$ cat config.mk
export PLATFORM = sky130hd
export DESIGN_NAME = channel_err_inj
export DESIGN_NICKNAME = d
export VERILOG_FILES = /design/src/rtl/chan_pkg.sv /design/src/rtl/lfsr16.sv /design/src/rtl/channel_err_inj.sv
export SDC_FILE = /design/constraint.sdc
export NUM_CORES = 1
export LEC_CHECK = 0
export BUFFER_PORTS_ARGS = -buffer_cell sky130_fd_sc_hd__buf_2
export CORE_AREA = 2 2 87 89
export DETAILED_ROUTE_END_ITERATION = 12
export DIE_AREA = 0 0 89 91
export PLACE_DENSITY = 0.84
export SLEW_MARGIN = 0
export SYNTH_ARGS = -nofsm -noshare
export SYNTH_HDL_FRONTEND = slang
export SYNTH_HIERARCHICAL = 1
export SYNTH_SLANG_ARGS = --single-unit
$ cat constraint.sdc
create_clock -name clk -period 4.2 [get_ports clk]
set_clock_uncertainty 0.15 [all_clocks]
set_input_delay 0.84 -clock clk [delete_from_list [all_inputs] [get_ports clk]]
set_output_delay 0.84 -clock clk [all_outputs]
set_load 0.01 [all_outputs]
$ cat src/rtl/chan_pkg.sv
// Shared types for the corrupting-channel stage: mask-source modes, burst FSM states, LFSR taps.
// Pure declarations; no timing or flow-control behaviour of its own.
package chan_pkg;

  typedef enum logic [1:0] {CH_PASS, CH_PERIODIC, CH_BURST, CH_RANDOM} chan_mode_e;

  typedef enum logic {ST_COUNT, ST_BURST} burst_st_e;

  // Galois right-shift form of x^16+x^14+x^13+x^11+1
  localparam logic [15:0] LFSR_TAPS = 16'hB400;

  function automatic logic [1:0] popcnt2(input logic [1:0] m);
    return {m[1] & m[0], m[1] ^ m[0]};
  endfunction

endpackage

$ cat src/rtl/lfsr16.sv
// 16-bit Galois LFSR, advances one step per cycle with adv high, q is the current (pre-shift) state.
// Zero latency on q; holds when adv is low.
module lfsr16
  import chan_pkg::*;
#(
  parameter logic [15:0] SEED = 16'hACE1
) (
  input  logic        clk,
  input  logic        rst,
  input  logic        adv,
  output logic [15:0] q
);

  logic [15:0] r_q;
  logic [15:0] w_nxt;

  assign w_nxt = r_q[0] ? ((r_q >> 1) ^ LFSR_TAPS) : (r_q >> 1);

  always_ff @(posedge clk or negedge rst) begin
    if (!rst) begin
      r_q <= SEED;
    end else if (adv) begin
      r_q <= w_nxt;
    end
  end

  assign q = r_q;

endmodule

$ cat src/rtl/channel_err_inj.sv
// Corrupting channel between convolutional encoder and Viterbi decoder: XORs periodic/burst/random masks.
// One-cycle registered symbol path with error statistics; never stalls, no backpressure.
module channel_err_inj
  import chan_pkg::*;
#(
  parameter int          PERIOD    = 16,
  parameter int          CNT_W     = 16,
  parameter logic [15:0] LFSR_SEED = 16'hACE1
) (
  input  logic             clk,
  input  logic             rst,
  input  logic             valid_i,
  input  logic [1:0]       sym_i,
  input  logic [1:0]       mode_i,
  input  logic [1:0]       burst_len_i,
  input  logic [7:0]       thresh_i,
  input  logic             clr_i,
  output logic             valid_o,
  output logic [1:0]       sym_o,
  output logic             err_o,
  output logic [1:0]       err_bits_o,
  output logic [CNT_W-1:0] sym_cnt_o,
  output logic [CNT_W-1:0] bit_err_cnt_o
);

  localparam int              PC_W     = $clog2(PERIOD);
  localparam logic [PC_W-1:0] LAST_CNT = PC_W'(PERIOD - 1);

  chan_mode_e       r_mode_q;
  burst_st_e        r_st;
  logic [PC_W-1:0]  r_cnt;
  logic [1:0]       r_rem;
  logic             r_valid;
  logic [1:0]       r_sym;
  logic             r_err;
  logic [1:0]       r_err_bits;
  logic [CNT_W-1:0] r_sym_cnt;
  logic [CNT_W-1:0] r_bit_err_cnt;

  chan_mode_e       w_mode;
  logic             w_chg;
  logic [PC_W-1:0]  w_cnt_eff;
  burst_st_e        w_st_eff;
  logic             w_trig;
  logic [1:0]       w_len;
  logic [1:0]       w_mask;
  logic [PC_W-1:0]  w_cnt_nxt;
  burst_st_e        w_st_nxt;
  logic [1:0]       w_rem_nxt;
  logic [15:0]      w_lfsr;
  logic             w_lfsr_adv;
  logic [CNT_W:0]   w_bec_sum;

  // A mode switch restarts the period and burst tracking before the symbol is judged
  assign w_mode     = chan_mode_e'(mode_i);
  assign w_chg      = valid_i && (w_mode != r_mode_q);
  assign w_cnt_eff  = w_chg ? '0 : r_cnt;
  assign w_st_eff   = w_chg ? ST_COUNT : r_st;
  assign w_trig     = (w_cnt_eff == LAST_CNT);
  assign w_len      = (burst_len_i == 2'd0) ? 2'd1 : burst_len_i;
  assign w_lfsr_adv = valid_i && (w_mode == CH_RANDOM);

  lfsr16 #(.SEED(LFSR_SEED)) u_lfsr (
    .clk (clk),
    .rst (rst),
    .adv (w_lfsr_adv),
    .q   (w_lfsr)
  );

  always_comb begin
    w_mask    = 2'b00;
    w_cnt_nxt = r_cnt;
    w_st_nxt  = r_st;
    w_rem_nxt = r_rem;
    if (valid_i) begin
      w_cnt_nxt = w_cnt_eff;
      w_st_nxt  = w_st_eff;
      case (w_mode)
        CH_PERIODIC: begin
          if (w_trig) begin
            w_mask    = 2'b01;
            w_cnt_nxt = '0;
          end else begin
            w_cnt_nxt = w_cnt_eff + PC_W'(1);
          end
        end
        CH_BURST: begin
          if (w_trig) begin
            w_mask    = 2'b01;
            w_cnt_nxt = '0;
            w_rem_nxt = w_len - 2'd1;
            w_st_nxt  = (w_len > 2'd1) ? ST_BURST : ST_COUNT;
          end else begin
            w_cnt_nxt = w_cnt_eff + PC_W'(1);
            if (w_st_eff == ST_BURST) begin
              w_mask    = 2'b01;
              w_rem_nxt = r_rem - 2'd1;
              if (r_rem == 2'd1) begin
                w_st_nxt = ST_COUNT;
              end
            end
          end
        end
        CH_RANDOM: begin
          w_mask = {w_lfsr[15:8] < thresh_i, w_lfsr[7:0] < thresh_i};
        end
        default: begin
          w_mask = 2'b00;
        end
      endcase
    end
  end

  assign w_bec_sum = {1'b0, r_bit_err_cnt} + (CNT_W+1)'(popcnt2(w_mask));

  always_ff @(posedge clk or negedge rst) begin
    if (!rst) begin
      r_mode_q      <= CH_PASS;
      r_st          <= ST_COUNT;
      r_cnt         <= '0;
      r_rem         <= 2'd0;
      r_valid       <= 1'b0;
      r_sym         <= 2'b00;
      r_err         <= 1'b0;
      r_err_bits    <= 2'b00;
      r_sym_cnt     <= '0;
      r_bit_err_cnt <= '0;
    end else begin
      r_valid <= valid_i;
      r_cnt   <= w_cnt_nxt;
      r_st    <= w_st_nxt;
      r_rem   <= w_rem_nxt;
      if (valid_i) begin
        r_mode_q   <= w_mode;
        r_sym      <= sym_i ^ w_mask;
        r_err      <= |w_mask;
        r_err_bits <= w_mask;
      end else begin
        r_err      <= 1'b0;
        r_err_bits <= 2'b00;
      end
      if (clr_i) begin
        r_sym_cnt     <= '0;
        r_bit_err_cnt <= '0;
      end else if (valid_i) begin
        r_sym_cnt     <= r_sym_cnt + CNT_W'(1);
        r_bit_err_cnt <= w_bec_sum[CNT_W] ? '1 : w_bec_sum[CNT_W-1:0];
      end
    end
  end

  assign valid_o       = r_valid;
  assign sym_o         = r_sym;
  assign err_o         = r_err;
  assign err_bits_o    = r_err_bits;
  assign sym_cnt_o     = r_sym_cnt;
  assign bit_err_cnt_o = r_bit_err_cnt;

endmodule
==> flow_metrics.tcl, run 1 <==
set metrics [dict create \
    status "complete, no violations" \
    reg2reg_slack_ns 0.37 \
    power.leakage_nw 2.106 \
    cts.sinks 63 \
    antenna_found_initial 0 \
    period_needed_ns 4.059 \
    whs_ns 0.3511 \
    rows 31 \
    drv_slew 0 \
    ctsHoldBuffers 0 \
    drt-pass1-iter-count 4 \
    cts_root_buf "clkbuf_8" \
    placedCellCount 508 \
    grt-ovfl-total 0 \
    cts_tree "done" \
    cp.arrival_ns 4.14 \
    max_freq_mhz 246.4 \
    place.gp.congestion 0.7950 \
    worstSkewPairLatency_ns 0.34 \
    fin_cells 530 \
    grt_pass1_vias 2731 \
    maxCapViolations 0 \
    clk_path_buf_depth 2 \
    ys_types 58 \
    crit_cells 20 \
    reg2reg_depth 19 \
    ys_ff_latch 63 \
    powerDensity_nw_per_um2 366.6 \
    multi_input_area_sq_um 1894 \
    rsz0062_at_grt "false" \
    ioPinCount 56 \
    rr_endpoint "bit_err_cnt_o[14]" \
    area_growth_pct 18.91 \
    async_flop_share_pct 100.0 \
    cts_made_buffers 9 \
    die_h_microns 91 \
    synth_top_area_share_pct 37.62 \
    crit_family "simple AND/OR/NAND/NOR gates" \
    cp_max_fo 4 \
    min_from "r_rem[0]" \
    yosysTopAreaCell "dfrtp_1" \
    seq_area_frac_synth_pct 43.37 \
    setup_violations 0 \
    initial_core_util_pct 51.26 \
    synth.avg_cell_area_sq_um 10.11 \
    grt_use_total_pct 20.16 \
    crit_path_end_kind "flop" \
    avgViaCountPerCell 5.360 \
    crit_type "primary input to flop" \
    hold_class "flop to flop" \
    antenna-diode-count 0 \
    design.core.area_sq_um 7137 \
    vias 2841 \
    worst_path_max_delay_cell "fa_2" \
    die_area_sq_um 8099 \
    drc_errors 0 \
    htreeDepth 3 \
    routed_wl_microns 7799 \
    worstReg2RegStart "r_mode_q[0]" \
    synth_top_flop_cell "dfrtp_1" \
    post-route-period-util_pct 96.64 \
    worstSetupStartpoint "mode_i[0]" \
    vdd_ir_drop_max_v 0.0002791 \
    drive_gt1_share_pct 34.11 \
    crit_end "bit_err_cnt_o[14]" \
    path_buf_inv 3 \
    postRouteAntennaNets 0 \
    die_x_microns 89 \
    synth_area_sq_um 3659 \
    synth_edf_count 0 \
    syn_nets 406 \
    grt_max_degree 39 \
    dp_hpwl_microns 5411 \
    clk_pin_slew_worst_paths_ns 0.08 \
    fin_nets 470 \
    synth_area_leaders "dfrtp_1 38%, ha_1 8.5%, dfstp_2 5.7%" \
    grt_pass1_wl_microns 12860 \
    hold_viol 0 \
    wl_per_cell_microns 14.72 \
    regArea_sq_um 1587 \
    cp_slowest_stage_delay_ns 0.33 \
    yosysWarnings 6 \
    startpoint_type "primary input" \
    worst_pin_slew_ns 0.8571 \
    syn_inst 362 \
    nFillCells 595 \
    drtIter0Drc 132 \
    slew_headroom_pct 42.86 \
    fin_util_pct 60.96 \
    portBuffers 55 \
    crit_chain "buf_2 -> xor2_1 -> o21ai_2 -> and2_4 -> ha_4 -> and3_4 -> nand2_1 -> a21bo_2 -> o21ai_2 -> nand2_1 -> ha_1 -> ha_2 -> inv_2 -> fa_2 -> and3b_2 -> buf_4 -> nand4_1 -> nor3_2 -> nor2_1 -> a211oi_1" \
    required_ns 4.29 \
]
[state kept, by name, summed over array words and instances, names as in the netlist]
name           flops
bit_err_cnt_o     16
err_bits_o         2
err_o              1
r_cnt              4
r_mode_q           2
r_rem              2
r_st               1
sym_cnt_o         16
sym_o              2
u_lfsr/q          16
valid_o            1
[worst min path at each step]
stage / cells past startpoint / slack [ns] / endpoint
after global placement: 1 / 0.33 / r_rem[0]
after detailed placement: 1 / 0.34 / r_rem[0]
after CTS: 1 / 0.35 / r_rem[0]
final: 1 / 0.35 / r_rem[0]
after global routing: 1 / 0.40 / r_rem[0]
after floorplan: 1 / 0.31 / r_rem[0]
[what timing repair did]
| item | 4_1_cts | 5_1_grt |
|---|---|---|
| pin swaps | 0 | 6 |
| endpoints found under the setup margin | 1 | 13 |
| gates resized for setup | 1 | 5 |
| setup buffers | 0 | 6 |
[cell usage after synthesis (9+ instances only)]
cell type and instances:
inv_1 21, mux2_2 12, nand3_1 13, dfrtp_1 55
nor3_1 9, o21ai_0 12, nand2_1 22, nor2_1 38
buf_4 13, ha_1 25, a21oi_1 12, xor2_1 12
[logic make-up after synthesis]
group	share of synthesized area, %
simple gates	16.93
compound gates	12.76
flops	43.37
buf+inv	7.182
fa+ha+maj	9.097
xor+xnor	4.788
mux	5.882
[routing by layer]
layer	vias up	share of wire (%)	global-route usage (%)
met4	0	1.2	5.721
met5	-	0	0
met1	1374	45	26.36
met2	59	50	33.58
met3	9	3.9	4.182
li1	1399	-	-
[final cells by class]
| class | instances | area share, % |
|---|---|---|
| Multi-Input combinational cell | 251 | 43.54 |
| Tap cell | 99 | 2.847 |
| Clock inverter | 6 | 1.611 |
| Timing Repair Buffer | 79 | 10.47 |
| Inverter | 22 | 1.898 |
| Sequential cell | 63 | 36.47 |
| Clock buffer | 10 | 3.164 |
[cell usage in the layout, fill, tap and decap left out, types with 4 or more instances in the layout]
cell and count:
dfrtp_1 55, buf_2 55, nor2_1 35, buf_4 24, ha_1 23, nand2_1 22
inv_1 20, a21oi_1 12, xor2_1 12, nand3_1 12, mux2_2 12, clkbuf_8 10
nor3_1 8, o21ai_0 8, a211oi_1 8, a31oi_1 8, xnor2_1 8, dfstp_2 8
nand4_1 7, and2_1 5, mux2_4 4
[stage by stage]
stage / worst slack [ns] / total power, mW / setup TNS, ns / instance area [sq um]
finish: 0.1413 / 1.595 / 0 / 4350
global route: 0.005873 / 1.677 / 0 / 4350
CTS: 0.05981 / 1.606 / 0 / 4284
detailed placement: -0.3434 / 1.055 / -3.939 / 4071
global placement: -0.2313 / 1.036 / -2.363 / 4071
floorplan: -0.1971 / 1.011 / -1.453 / 3727
[power by group]
group,switching (mW),total [mW],internal (mW)
Sequential,0.0550,0.746,0.691
Clock,0.251,0.543,0.292
Combinational,0.143,0.306,0.163
Total,0.449,1.59,1.15
Note: power is estimated with default switching activity, not from simulation.
==> run 2, diff against run 1 <==
ABC_AREA = 1   (was default)
CORE_AREA = 2 2 68 118   (was 2 2 87 89)
DIE_AREA = 0 0 70 120   (was 0 0 89 91)
PLACE_DENSITY = 0.83   (was 0.84)
==> flow_metrics.tcl, run 2 <==
set metrics [dict create \
    ys_ff_latch 63 \
    synth_area_sq_um 3756 \
    worstSkewPairLatency_ns 0.33 \
    cp.arrival_ns 4.00 \
    use_met2_pct 39.52 \
    clk_path_buf_depth 2 \
    mostFrequentLayoutCells "129 x nand2_1, 69 x inv_1, 55 x dfrtp_1, 55 x buf_2, 31 x o21ai_0" \
    seq_area_frac_synth_pct 42.24 \
    crit_path_end_kind "flop" \
    synth_top_area_share_pct 36.64 \
    syn_nets 521 \
    max_freq_mhz 255.3 \
    area_growth_pct 18.55 \
    die_area_sq_um 8400 \
    min_from "u_lfsr/q[5]" \
    hold_class "flop to flop" \
    grt_pass1_wl_microns 14500 \
    synth_area_leaders "dfrtp_1 37%, nand2_1 13%, ha_1 8.3%" \
    antenna_found_initial 0 \
    setup_ws_ns 0.2827 \
    design.core.area_sq_um 7462 \
    met3_usage_pct 4.618 \
    period_needed_ns 3.917 \
    grt-busiest-layer "met2" \
    whs_ns 0.3319 \
    startpoint_type "primary input" \
    synth_top_flop_cell "dfrtp_1" \
    ys_types 38 \
    htreeDepth 3 \
    post-route-period-util_pct 93.27 \
    worstReg2RegStart "r_mode_q[1]" \
    nFillCells 649 \
    fin_nets 582 \
    antenna-diode-count 0 \
    hold_viol 0 \
    dpl-instance-area_sq_um 4091 \
    clk_pin_slew_worst_paths_ns 0.05 \
    drt-pass1-iter-count 4 \
    grt-ovfl-total 0 \
    grt_pass1_vias 3325 \
    postRouteAntennaNets 0 \
    vdd_ir_drop_max_v 0.0003326 \
    wl_per_cell_microns 13.90 \
    dp_hpwl_microns 6501 \
    power.leakage_nw 2.461 \
    yosysTopAreaCell "dfrtp_1" \
    cp_max_fo 5 \
    grt_use_total_pct 21.70 \
    synth_edf_count 0 \
    crit_type "primary input to flop" \
    grtUsageMet1_pct 23.28 \
    cts_tree "done" \
    die_x_microns 70 \
    drtIter0Drc 226 \
    async_flop_share_pct 100.0 \
    place.gp.congestion 0.8551 \
    design_area_sq_um 4453 \
    ctsHoldBuffers 0 \
    cts_made_buffers 9 \
    final_common_cell "nand2_1" \
    cts.sinks 63 \
    required_ns 4.28 \
    worstSetupStartpoint "mode_i[0]" \
    finalSetupTns_ns 0 \
    synth.most_common_cell "nand2_1" \
    yosysWarnings 6 \
    vias 3338 \
    synth.avg_cell_area_sq_um 7.874 \
    worst_path_max_delay_cell "fa_2" \
    worst_pin_slew_ns 0.8591 \
    powerDensity_nw_per_um2 397.2 \
    initial_core_util_pct 50.34 \
    synthTopCellsByCount "130 x nand2_1, 70 x inv_1, 55 x dfrtp_1" \
    portBuffers 55 \
    crit_top_cell "nand2_1" \
    setup_violations 0 \
    maxCapViolations 0 \
    syn_inst 477 \
    pre_cts_slack_ns -0.2147 \
    drv_slew 0 \
    routed_wl_microns 8773 \
    drive_gt1_share_pct 21.73 \
    avgViaCountPerCell 5.290 \
    status "complete, no violations" \
    slew_headroom_pct 42.72 \
    grt_max_degree 40 \
    cp_slowest_stage_delay_ns 0.34 \
    drc_errors 0 \
    cts_root_buf "clkbuf_16" \
    die_h_microns 120 \
    ioPinCount 56 \
    rows 42 \
]
run 2: cell count changes after synthesis, moves of 6 or more:
| cell | before | now |
|---|---|---|
| o22ai_1 | 1 | 7 |
| nand3_1 | 13 | 20 |
| a31oi_1 | 8 | 0 |
| mux2_2 | 12 | 0 |
| inv_1 | 21 | 70 |
| a21oi_1 | 12 | 26 |
| a211oi_1 | 8 | 0 |
| nor2_1 | 38 | 26 |
| nand2_1 | 22 | 130 |
| o21ai_0 | 12 | 32 |
| and2_1 | 7 | 0 |
run 2: final timing paths:
kind / cells after the start / to / slack, ns
setup / recovery: 26 / bit_err_cnt_o[9] / 0.28
hold / removal: 2 / u_lfsr/q[5] / 0.33
setup reg to reg: 25 / bit_err_cnt_o[9] / 0.52
hold reg to reg: 2 / u_lfsr/q[5] / 0.33
max in group asynchronous: 2 / sym_cnt_o[9] / 2.58
min in group asynchronous: 1 / bit_err_cnt_o[9] / 0.48
run 2: final cells by class:
| type | instances | area [sq um] | area share (%) |
|---|---|---|---|
| Inverter | 76 | 292.8 | 6.575 |
| Multi-Input combinational cell | 317 | 1754 | 39.39 |
| Timing Repair Buffer | 71 | 399.1 | 8.963 |
| Clock buffer | 13 | 270.3 | 6.069 |
| Sequential cell | 63 | 1587 | 35.63 |
| Tap cell | 88 | 110.1 | 2.473 |
| Clock inverter | 3 | 40.04 | 0.8991 |
run 2: cells by family after synthesis:
family | count (synthesis) | synth area share [%]
and+or+nand+nor | 207 | 24.08
DFF | 63 | 42.24
xor gates and xnor gates | 10 | 2.332
buffers and inverters | 97 | 11.93
adders and majority gates | 26 | 8.861
AOI/OAI and AO/OA | 74 | 10.56
run 2: per-stage QoR:
| step | std cells | utilization [%] | total power [mW] |
|---|---|---|---|
| final | 631 | 59.67 | 1.769 |
| after global routing | 631 | 59.67 | 1.853 |
| after CTS | 629 | 58.99 | 1.786 |
| after detailed placement | 613 | 54.83 | 1.009 |
| after global placement | 613 | 54.83 | 0.9875 |
| after floorplan | 477 | - | 0.9382 |
run 2: repair_timing:
item	in CTS	in global routing
endpoints found under the setup margin	0	16
buffers inserted	0	2
gates resized for setup	0	12
run 2: worst max-delay path, delay by kind of cell:
| kind | cells | cell delay [ns] |
|---|---|---|
| and+or+nand+nor | 13 | 1.22 |
| AOI/OAI and AO/OA | 3 | 0.41 |
| buffers and inverters | 6 | 0.51 |
| adders and majority gates | 4 | 1.02 |
run 2: report_power, final:
group | internal [mW] | total (mW) | switching, mW
logic | 0.110 | 0.267 | 0.157
registers | 0.680 | 0.733 | 0.0536
clock network | 0.506 | 0.768 | 0.263
run 2: layer usage:
| layer | part of all wire (%) | wire (microns) |
|---|---|---|
| met2 | 54 | 4745 |
| met1 | 39 | 3432 |
| met4 | 2.6 | 229 |
| met3 | 4.2 | 366 |
| met5 | 0 | 0 |
==> run 3, diff against run 2 <==
==> constraint.sdc (replaced) <==
create_clock -name clk -period 4.2 [get_ports clk]
set_clock_uncertainty 0.15 [all_clocks]
set_input_delay 0.63 -clock clk [delete_from_list [all_inputs] [get_ports clk]]
set_output_delay 0.63 -clock clk [all_outputs]
set_load 0.01 [all_outputs]
==> flow_metrics.tcl, run 3 (synthesis gave the netlist of run 2 again) <==
set metrics [dict create \
    status "complete, no violations" \
    postRouteAntennaNets 0 \
    cts_root_buf "clkbuf_16" \
    htreeDepth 3 \
    cts_made_buffers 9 \
    design.core.area_sq_um 7462 \
    routed_wl_microns 8542 \
    use_met2_pct 38.87 \
    crit_path_end_kind "flop" \
    crit_type "primary input to flop" \
    antenna_found_initial 0 \
    fin_cells 622 \
    powerDensity_nw_per_um2 400.0 \
    place.gp.congestion 0.8348 \
    whs_ns 0.1651 \
    dpl-instance-area_sq_um 4031 \
    grt-busiest-layer "met2" \
    final_common_cell "nand2_1" \
    hold_viol 0 \
    worstSkewPairLatency_ns 0.33 \
    rows 42 \
    grt_pass1_vias 3312 \
    post-route-period-util_pct 91.39 \
    avgViaCountPerCell 5.277 \
    startpoint_type "primary input" \
    required_ns 4.31 \
    die_area_sq_um 8400 \
    worst_pin_slew_ns 0.7763 \
    maxCapViolations 0 \
    drive_gt1_share_pct 19.66 \
    antenna-diode-count 0 \
    met3_usage_pct 4.786 \
    ctsHoldBuffers 0 \
    grt-ovfl-total 0 \
    placedCellCount 605 \
    cts.sinks 63 \
    cp_max_fo 7 \
    clk_pin_slew_worst_paths_ns 0.05 \
    clk_path_buf_depth 2 \
    initial_core_util_pct 50.34 \
    mostFrequentLayoutCells "130 x nand2_1, 69 x inv_1, 55 x dfrtp_1, 55 x buf_2, 31 x o21ai_0" \
    drc_errors 0 \
    finalSetupTns_ns 0 \
    die_x_microns 70 \
    cts_tree "done" \
    grt_pass1_wl_microns 14670 \
    power.leakage_nw 2.411 \
    die_h_microns 120 \
    ioPinCount 56 \
    p_total_mw 1.743 \
    max_freq_mhz 260.5 \
    cp.arrival_ns 3.94 \
    drv_slew 0 \
    reg2reg_slack_ns 0.37 \
    area_growth_pct 16.02 \
    period_needed_ns 3.839 \
    nFillCells 638 \
    setup_violations 0 \
    grtUsageMet1_pct 24.11 \
    slew_headroom_pct 48.05 \
    vias 3282 \
    grt_use_total_pct 21.79 \
    vdd_ir_drop_max_v 0.0003078 \
    portBuffers 55 \
    drtIter0Drc 197 \
    fin_nets 573 \
    design_area_sq_um 4358 \
    dp_hpwl_microns 6384 \
    grt_max_degree 38 \
    drt-pass1-iter-count 4 \
    hold_class "primary input to asynchronous set/reset pin" \
    wl_per_cell_microns 13.73 \
]
## run 3: cell types whose count changed in the layout (fill, tap and decap cells not counted), sizes merged
| cell | before | now |
|---|---|---|
| buf | 71 | 62 |
| clkbuf | 13 | 12 |
| clkinv | 3 | 4 |
## run 3: area by class of cell
cell class,instances,area (sq um),share of cell area (%)
Timing Repair Buffer,62,327.8,7.522
Clock inverter,4,45.04,1.034
Sequential cell,63,1587,36.41
Tap cell,88,110.1,2.527
Inverter,76,292.8,6.718
Clock buffer,12,256.5,5.886
Multi-Input combinational cell,317,1739,39.91
## run 3: worst paths after layout
path	start	to	depth (start not counted)
worst min-delay path	rst	bit_err_cnt_o[9]	1
worst max register to register	u_lfsr/q[15]	bit_err_cnt_o[3]	15
worst max-delay path	mode_i[1]	bit_err_cnt_o[3]	28
max in group asynchronous	rst	u_lfsr/q[13]	2
min in group clk	u_lfsr/q[5]	u_lfsr/q[5]	2
worst min register to register	u_lfsr/q[5]	u_lfsr/q[5]	2
## run 3: per-layer routing
| metal | routed length (microns) | part of all wire [%] | up-vias |
|---|---|---|---|
| met5 | 0 | 0 | - |
| met4 | 193 | 2.3 | 0 |
| met3 | 408 | 4.8 | 17 |
| met2 | 4524 | 53 | 102 |
| met1 | 3416 | 40 | 1548 |
| li1 | - | - | 1615 |
## run 3: worst max-delay path, cell delays in order
cell and delay [ns]:
buf_2 0.13, inv_1 0.10, nand2_1 0.06, nand2_1 0.05, nand2_1 0.08, nand2_1 0.09, nand2_1 0.07, inv_1 0.06
ha_1 0.16, nand2_1 0.06, inv_1 0.05, nand3_1 0.12, nand2_1 0.11, nand2_1 0.05, nand3_1 0.10, nand2_2 0.08
ha_1 0.28, ha_1 0.16, inv_1 0.05, fa_1 0.41, inv_2 0.10, nand4_4 0.13, nor2_4 0.13, nand3_2 0.11
nor2_4 0.19, buf_4 0.17, o21ai_0 0.08, o21ai_1 0.13
## run 3: where the power goes
group / switching (mW) / internal, mW / total [mW]
sequential: 0.0529 / 0.680 / 0.733
combinational: 0.156 / 0.106 / 0.263
clock: 0.260 / 0.488 / 0.748
## run 3: timing repair
action / in CTS / in global routing
setup endpoints to repair: 0 / 15
gates resized for setup: 0 / 6
setup buffers: 0 / 1
## run 3: per-stage QoR
step	util, %	setup WS [ns]
global route	58.40	-0.01461
detailed placement	54.02	-0.1513
finish	58.40	0.3615
global placement	54.02	0.06856
floorplan	-	0.3730
CTS	58.07	0.2066
